==> config.mk <==
export PLATFORM = sky130hd
export DESIGN_NAME = ahb_bus_arbiter
export DESIGN_NICKNAME = d
export VERILOG_FILES = /design/src/rtl/ahb_bus_arbiter.sv
export SDC_FILE = /design/constraint.sdc
export NUM_CORES = 1
export LEC_CHECK = 0
export ABC_CLOCK_PERIOD_IN_PS = 3490
export CORE_MARGIN = 2
export CORE_UTILIZATION = 52
export CTS_CLUSTER_DIAMETER = 200
export DETAILED_ROUTE_END_ITERATION = 10
export GPL_TIMING_DRIVEN = 0
export PLACE_DENSITY = 0.82
export REMOVE_ABC_BUFFERS = 1
export SYNTH_ARGS = -nofsm -noshare
export SYNTH_HDL_FRONTEND = slang
export SYNTH_SLANG_ARGS = --single-unit
==> constraint.sdc <==
create_clock -name HCLK -period 3.49 [get_ports HCLK]
set_clock_uncertainty 0.2 [all_clocks]
set_input_delay 0.349 -clock HCLK [delete_from_list [all_inputs] [get_ports HCLK]]
set_output_delay 0.349 -clock HCLK [all_outputs]
set_load 0.05 [all_outputs]
==> src/rtl/ahb_bus_arbiter.sv <==
// ---------------------------------------------------------------------------
// ahb_bus_arbiter
//   Round-robin arbiter that shares the single AHB-lite slave port of the
//   AHB-to-APB bridge between NUM_M masters. Produces a registered one-hot
//   grant, the address-phase owner index (HADDR/HTRANS/HWRITE mux select) and
//   the data-phase owner index (HWDATA mux select).
//
// Ports
//   HCLK       in   1      bus clock
//   HRESETn    in   1      asynchronous active-low reset
//   HBUSREQ    in   NUM_M  per-master bus request
//   HLOCK      in   NUM_M  per-master locked-sequence request
//   HTRANS     in   2      muxed HTRANS of the address-phase owner
//   HREADY     in   1      bridge HREADYout, transfer completes when 1
//   HGRANT     out  NUM_M  one-hot grant
//   HMASTER    out  2      address-phase owner index
//   HMASTER_D  out  2      data-phase owner index
//   HMASTLOCK  out  1      current address phase belongs to a locked sequence
// ---------------------------------------------------------------------------
module ahb_bus_arbiter #(
  parameter int NUM_M     = 4,
  parameter int DEF_M     = 0,
  parameter int MAX_BEATS = 8
) (
  input  logic             HCLK,
  input  logic             HRESETn,
  input  logic [NUM_M-1:0] HBUSREQ,
  input  logic [NUM_M-1:0] HLOCK,
  input  logic [1:0]       HTRANS,
  input  logic             HREADY,
  output logic [NUM_M-1:0] HGRANT,
  output logic [1:0]       HMASTER,
  output logic [1:0]       HMASTER_D,
  output logic             HMASTLOCK
);

  typedef enum logic [1:0] {
    ST_PARK     = 2'b00,
    ST_OWN      = 2'b01,
    ST_LOCKED   = 2'b10,
    ST_HANDOVER = 2'b11
  } state_t;

  localparam logic [1:0]       DEF_IDX   = 2'(DEF_M);
  localparam logic [3:0]       BEAT_MAX  = 4'(MAX_BEATS);
  localparam logic [NUM_M-1:0] DEF_GRANT = NUM_M'(1) << DEF_M;

  // Beat counter increment that sticks at MAX_BEATS instead of wrapping.
  function automatic logic [3:0] beat_sat(input logic [3:0] cnt, input logic inc);
    if (inc && (cnt < BEAT_MAX)) begin
      return cnt + 4'd1;
    end
    return cnt;
  endfunction

  // Round-robin pick: scan ptr+1 .. ptr+NUM_M so the current owner comes
  // last. Iterating from the far end lets the nearest requester win.
  function automatic logic [1:0] rr_pick(input logic [NUM_M-1:0] req,
                                         input logic [1:0]       ptr);
    logic [1:0] pick;
    logic [1:0] idx;
    pick = DEF_IDX;
    for (int k = NUM_M; k >= 1; k--) begin
      idx = 2'((int'(ptr) + k) % NUM_M);
      if (req[idx]) begin
        pick = idx;
      end
    end
    return pick;
  endfunction

  state_t           r_state;
  state_t           w_state_nxt;
  logic [NUM_M-1:0] r_grant;
  logic [1:0]       r_master;
  logic [1:0]       r_master_d;
  logic             r_mastlock;
  logic [3:0]       r_cnt;

  logic             w_beat;
  logic             w_own_req;
  logic             w_own_lock;
  logic             w_others_req;
  logic             w_idle;
  logic [3:0]       w_cnt_inc;
  logic [1:0]       w_winner;
  logic             w_arb_allow;
  logic             w_arb_cond;
  logic             w_arb;

  // The RR pointer is the last owner, which is always r_master.
  assign w_beat       = HREADY & HTRANS[1];
  assign w_own_req    = HBUSREQ[r_master];
  assign w_own_lock   = HLOCK[r_master];
  assign w_others_req = |(HBUSREQ & ~r_grant);
  assign w_idle       = (HTRANS == 2'b00);
  assign w_cnt_inc    = beat_sat(r_cnt, w_beat);
  assign w_winner     = rr_pick(HBUSREQ, r_master);

  // Count includes the beat completing on this edge, so an owner gets
  // exactly MAX_BEATS beats before yielding to a waiting master.
  assign w_arb_cond = !w_own_req
                    || (w_idle && w_others_req)
                    || ((w_cnt_inc == BEAT_MAX) && w_others_req && !w_own_lock);

  // Only a real change of owner counts as arbitration; this keeps the
  // parked master from cycling through HANDOVER while the bus is idle.
  assign w_arb = HREADY && w_arb_allow && w_arb_cond && (w_winner != r_master);

  // FSM state register
  always_ff @(posedge HCLK or negedge HRESETn) begin
    if (!HRESETn) begin
      r_state <= ST_PARK;
    end else begin
      r_state <= w_state_nxt;
    end
  end

  // FSM next state
  always_comb begin
    w_state_nxt = r_state;
    if (HREADY) begin
      if (w_arb) begin
        w_state_nxt = ST_HANDOVER;
      end else if ((r_state == ST_LOCKED) && w_own_lock) begin
        w_state_nxt = ST_LOCKED;
      end else if (w_own_req && w_own_lock) begin
        w_state_nxt = ST_LOCKED;
      end else if (w_own_req) begin
        w_state_nxt = ST_OWN;
      end else if (r_master == DEF_IDX) begin
        w_state_nxt = ST_PARK;
      end else begin
        w_state_nxt = ST_OWN;
      end
    end
  end

  // FSM outputs: HANDOVER blocks arbitration so the new owner gets at least
  // its first address phase; LOCKED blocks it until the owner drops HLOCK,
  // and the drop edge itself may already hand the bus over.
  always_comb begin
    w_arb_allow = 1'b0;
    case (r_state)
      ST_PARK, ST_OWN: w_arb_allow = 1'b1;
      ST_LOCKED:       w_arb_allow = !w_own_lock;
      default:         w_arb_allow = 1'b0;
    endcase
  end

  // Grant, owner indices, lock flag and beat counter all freeze on wait states.
  always_ff @(posedge HCLK or negedge HRESETn) begin
    if (!HRESETn) begin
      r_grant    <= DEF_GRANT;
      r_master   <= DEF_IDX;
      r_master_d <= DEF_IDX;
      r_mastlock <= 1'b0;
      r_cnt      <= 4'd0;
    end else if (HREADY) begin
      r_master_d <= r_master;
      if (w_arb) begin
        r_grant    <= NUM_M'(1) << w_winner;
        r_master   <= w_winner;
        r_mastlock <= HLOCK[w_winner];
        r_cnt      <= 4'd0;
      end else begin
        r_mastlock <= (w_state_nxt == ST_LOCKED);
        r_cnt      <= w_cnt_inc;
      end
    end
  end

  assign HGRANT    = r_grant;
  assign HMASTER   = r_master;
  assign HMASTER_D = r_master_d;
  assign HMASTLOCK = r_mastlock;

endmodule

==> results by group <==
Status
  – Outcome: completed

Placement
  – Placed instance count: 168
  – GPL Wtd Cong: about 0.79
  – Post-DP Area: 0.00141 mm²
  – PortBufs: 21
  – DP Wirelength: 2.09 mm

Synth
  – Mean cell area of the mapped netlist: roughly 9.5 µm²
  – Sequential cell area fraction in the yosys report: between 30 and 40%
  – Post-synth top flop: dfrtp_1
  – Post-Synthesis Cells: 129
  – Distinct cell type count after synthesis: 43
  – Post-synth EDFFs: 0
  – Asr flop ratio synth: between 90% and 100%
  – Synth Cell Area: 0.00122 mm²
  – Synth Warn #: 0
  – Synthesized flop and latch total: 15

Cells and area
  – Area growth from synthesis to final layout: 20.5%
  – ANT cells: 0
  – Post-Layout Cell Count: approximately 180
  – Nets: around 160
  – Layout cells sized above 1: 18.9%
  – Final Cell Area: 0.00147 mm²

Power and ir drop
  – Leakage: 0.594 nW
  – Peak VDD IR: between 0.0006 and 0.0007 V
  – Power per cell area: 1040 mW/mm²

STA
  – Fin crit period: roughly 3.3 ns
  – Rel. slew slack: around half
  – Setup violations, final: 0
  – Hold Fails Final Rpt: 0
  – Final setup TNS: 0 ns
  – Worst-Margin Slew: between 0.7 and 0.8 ns
  – Worst hold slack: roughly 0.28 ns
  – Fmax: around 300 MHz
  – RSZ-0062 raised after global routing: false
  – Fin. max-slew vios: 0
  – Final Cycle Share: a little over nine tenths

Worst setup path
  – CP bufs+invs: 3
  – Crit path max fanout: 8
  – CP top delay family: compound AO/OA/AOI/OAI gates
  – Critical path class: register to register
  – Slowest cell on the critical path: ha_2
  – Critical Path RT: ~3.5 ns
  – Crit path top cell by count: inv_1
  – Critical Path Max Stage Delay: approximately 0.45 ns
  – Critical Path Source Type: register
  – Crit path DAT: 3.33 ns
  – Worst-path cell chain: inv_1 > ha_2 > inv_1 > a221o_1 > a2111oi_4 > nor2_2 > a22o_1 > a21oi_4 > buf_4 > mux2i_1
  – Setup crit end kind: register

Global routing
  – Largest net degree at the start of global routing: 19
  – Global route overflow: 0
  – First-pass GRT wire length: 5.00 mm
  – Antenna violations before repair: 0
  – GRT Overall Usage: 24.4%
  – Vias in the first global route: 1102

Floorplan
  – Num ports: 22
  – Die Y: between 50 and 60 µm
  – Core outline area: 0.00221 mm²
  – Initial Util: 55.1%
  – Die Wd: between 50 and 60 µm
  – Cell row count: 17
  – Die Area: 0.00275 mm²

Worst hold path
  – Hold WC Path Type: input port to asynchronous set/reset pin

Route
  – DRT iter0 DRCs: 17
  – Pre-antenna DRT Iters: 4
  – Detailed-route wire length: about 3.0 mm
  – DR WL/cell: around 17 µm
  – Routed vias/inst: 6.18
  – Via Count: 1087
  – Antenna-violating nets left: 0
  – Post-route DRC: 0

Clock tree
  – Clk sinks: 15
  – # hold bufs at CTS: 0
  – CTS tree: built
  – Clock Path Buffers: 2
  – Worst skew pair latency: 0.29 ns
  – CTS H-tree lvls: 1
  – CTS Root Cell: clkbuf_4
  – Number of CTS-inserted buffers: 3
  – Clk slew on worst S/H paths: 0.10 ns

Flow run
  – Maximum capacitance violations: 0
registers in the layout, indices dropped and copies added, names as in the netlist:
name / count
HGRANT: 4
HMASTER: 2
HMASTER_D: 2
HMASTLOCK: 1
r_cnt: 4
r_state: 2
cell usage in the layout, fill, tap and decap left out, types with 2 or more instances in the layout:
| cell | netlist | layout |
|---|---|---|
| nor3_1 | 5 | 5 |
| clkbuf_4 | 0 | 3 |
| o21ai_0 | 6 | 6 |
| or2_2 | 2 | 2 |
| a211oi_1 | 2 | 2 |
| dfrtp_2 | 0 | 2 |
| dfrtp_1 | 14 | 12 |
| nand3_1 | 3 | 3 |
| and2_1 | 2 | 2 |
| clkdlybuf4s50_1 | 0 | 21 |
| nor2b_1 | 4 | 4 |
| buf_4 | 1 | 4 |
| a221o_1 | 3 | 3 |
| mux2_2 | 8 | 8 |
| mux2i_1 | 9 | 9 |
| nor2_1 | 11 | 11 |
| nand3b_1 | 2 | 2 |
| a21oi_1 | 4 | 4 |
| nand4b_1 | 2 | 2 |
| o211ai_1 | 2 | 2 |
| a221oi_1 | 3 | 3 |
| mux4_2 | 3 | 3 |
| inv_1 | 9 | 9 |
| nand2_1 | 6 | 6 |
path summary, 6_finish.rpt:
check / start / endpoint / slack [ns] / depth (start not counted)
setup / recovery: HMASTER[0]$_DFFE_PN0P_ / HMASTER[0]$_DFFE_PN0P_ / 0.17 / 10
hold / removal: HRESETn / HMASTLOCK$_DFFE_PN0P_ / 0.28 / 1
setup reg to reg: HMASTER[0]$_DFFE_PN0P_ / HMASTER[0]$_DFFE_PN0P_ / 0.17 / 10
hold reg to reg: HMASTER_D[0]$_DFFE_PN0P_ / HMASTER_D[0]$_DFFE_PN0P_ / 0.32 / 1
max in group asynchronous: HRESETn / HMASTER[1]$_DFFE_PN0P_ / 2.32 / 1
min in group HCLK: HMASTER_D[0]$_DFFE_PN0P_ / HMASTER_D[0]$_DFFE_PN0P_ / 0.32 / 1
kinds of logic after synthesis:
group / synth area share [%]
and+or+nand+nor: 17.7
buffers and inverters: 7.69
adders and majority gates: 2.05
DFF: 30.9
muxes: 20.3
xor gates and xnor gates: 0.718
AOI/OAI and AO/OA: 20.6
worst reg2reg max path, delay by kind of cell (launching register included):
family | cells | cell delay, ns
AOI/OAI and AO/OA | 4 | 1.40
buffers and inverters | 3 | 0.46
adders and majority gates | 1 | 0.45
DFF | 1 | 0.39
muxes | 1 | 0.19
and+or+nand+nor | 1 | 0.14
per-stage QoR:
step | power (mW) | setup WS, ns | util [%]
after global routing | 1.62 | 0.0221 | 66.5
after detailed placement | 1.36 | -0.568 | 63.5
after CTS | 1.52 | 0.177 | 66.5
final | 1.52 | 0.173 | 66.5
after floorplan | 1.10 | -0.384 | -
after global placement | 1.32 | -0.480 | 63.5
synthesized netlist by cell type (2+ instances only):
| library cell | instances | area [µm²] |
|---|---|---|
| a211oi_1 | 2 | 15.0 |
| a21oi_1 | 4 | 20.0 |
| a221o_1 | 3 | 30.0 |
| a221oi_1 | 3 | 26.3 |
| and2_1 | 2 | 12.5 |
| buf_2 | 3 | 15.0 |
| buf_6 | 2 | 22.5 |
| clkbuf_1 | 3 | 11.3 |
| dfrtp_1 | 14 | 350 |
| ha_1 | 2 | 25.0 |
| inv_1 | 9 | 33.8 |
| mux2_2 | 8 | 90.1 |
| mux2i_1 | 9 | 90.1 |
| mux4_2 | 3 | 67.6 |
| nand2_1 | 6 | 22.5 |
| nand3_1 | 3 | 15.0 |
| nand3b_1 | 2 | 15.0 |
| nand4b_1 | 2 | 17.5 |
| nor2_1 | 11 | 41.3 |
| nor2b_1 | 4 | 25.0 |
| nor3_1 | 5 | 25.0 |
| o211ai_1 | 2 | 15.0 |
| o21ai_0 | 6 | 30.0 |
| or2_2 | 2 | 12.5 |
final cells by class:
cell class                 instances  area (µm²)
clock inverter                     1        7.51
clock buffer                       3        22.5
tap                               28        35.0
inverter                           9        33.8
multi-input combinational         95         752
timing repair buffer              25         240
fill                             184         742
sequential                        15         379
report_power, final:
group	switching, mW	internal, mW	total [mW]
registers	0.0612	0.257	0.318
clock network	0.0629	0.0435	0.106
logic	0.647	0.453	1.10
total	0.771	0.753	1.52
what timing repair did:
item,in CTS,in global routing
gates resized for setup,3,0
endpoints found under the setup margin,13,1
buffers inserted,4,0
cloned,0,0
pin swaps,1,1
layer usage:
layer,routed length (µm),GRT usage (%),vias to the layer above
li1,-,-,517
met1,1260,31.0,519
met2,1510,42.3,49
met3,234,5.71,2
met4,9,4.70,0
met5,0,0,-
No activity file was read; power rests on OpenSTA's default activity.
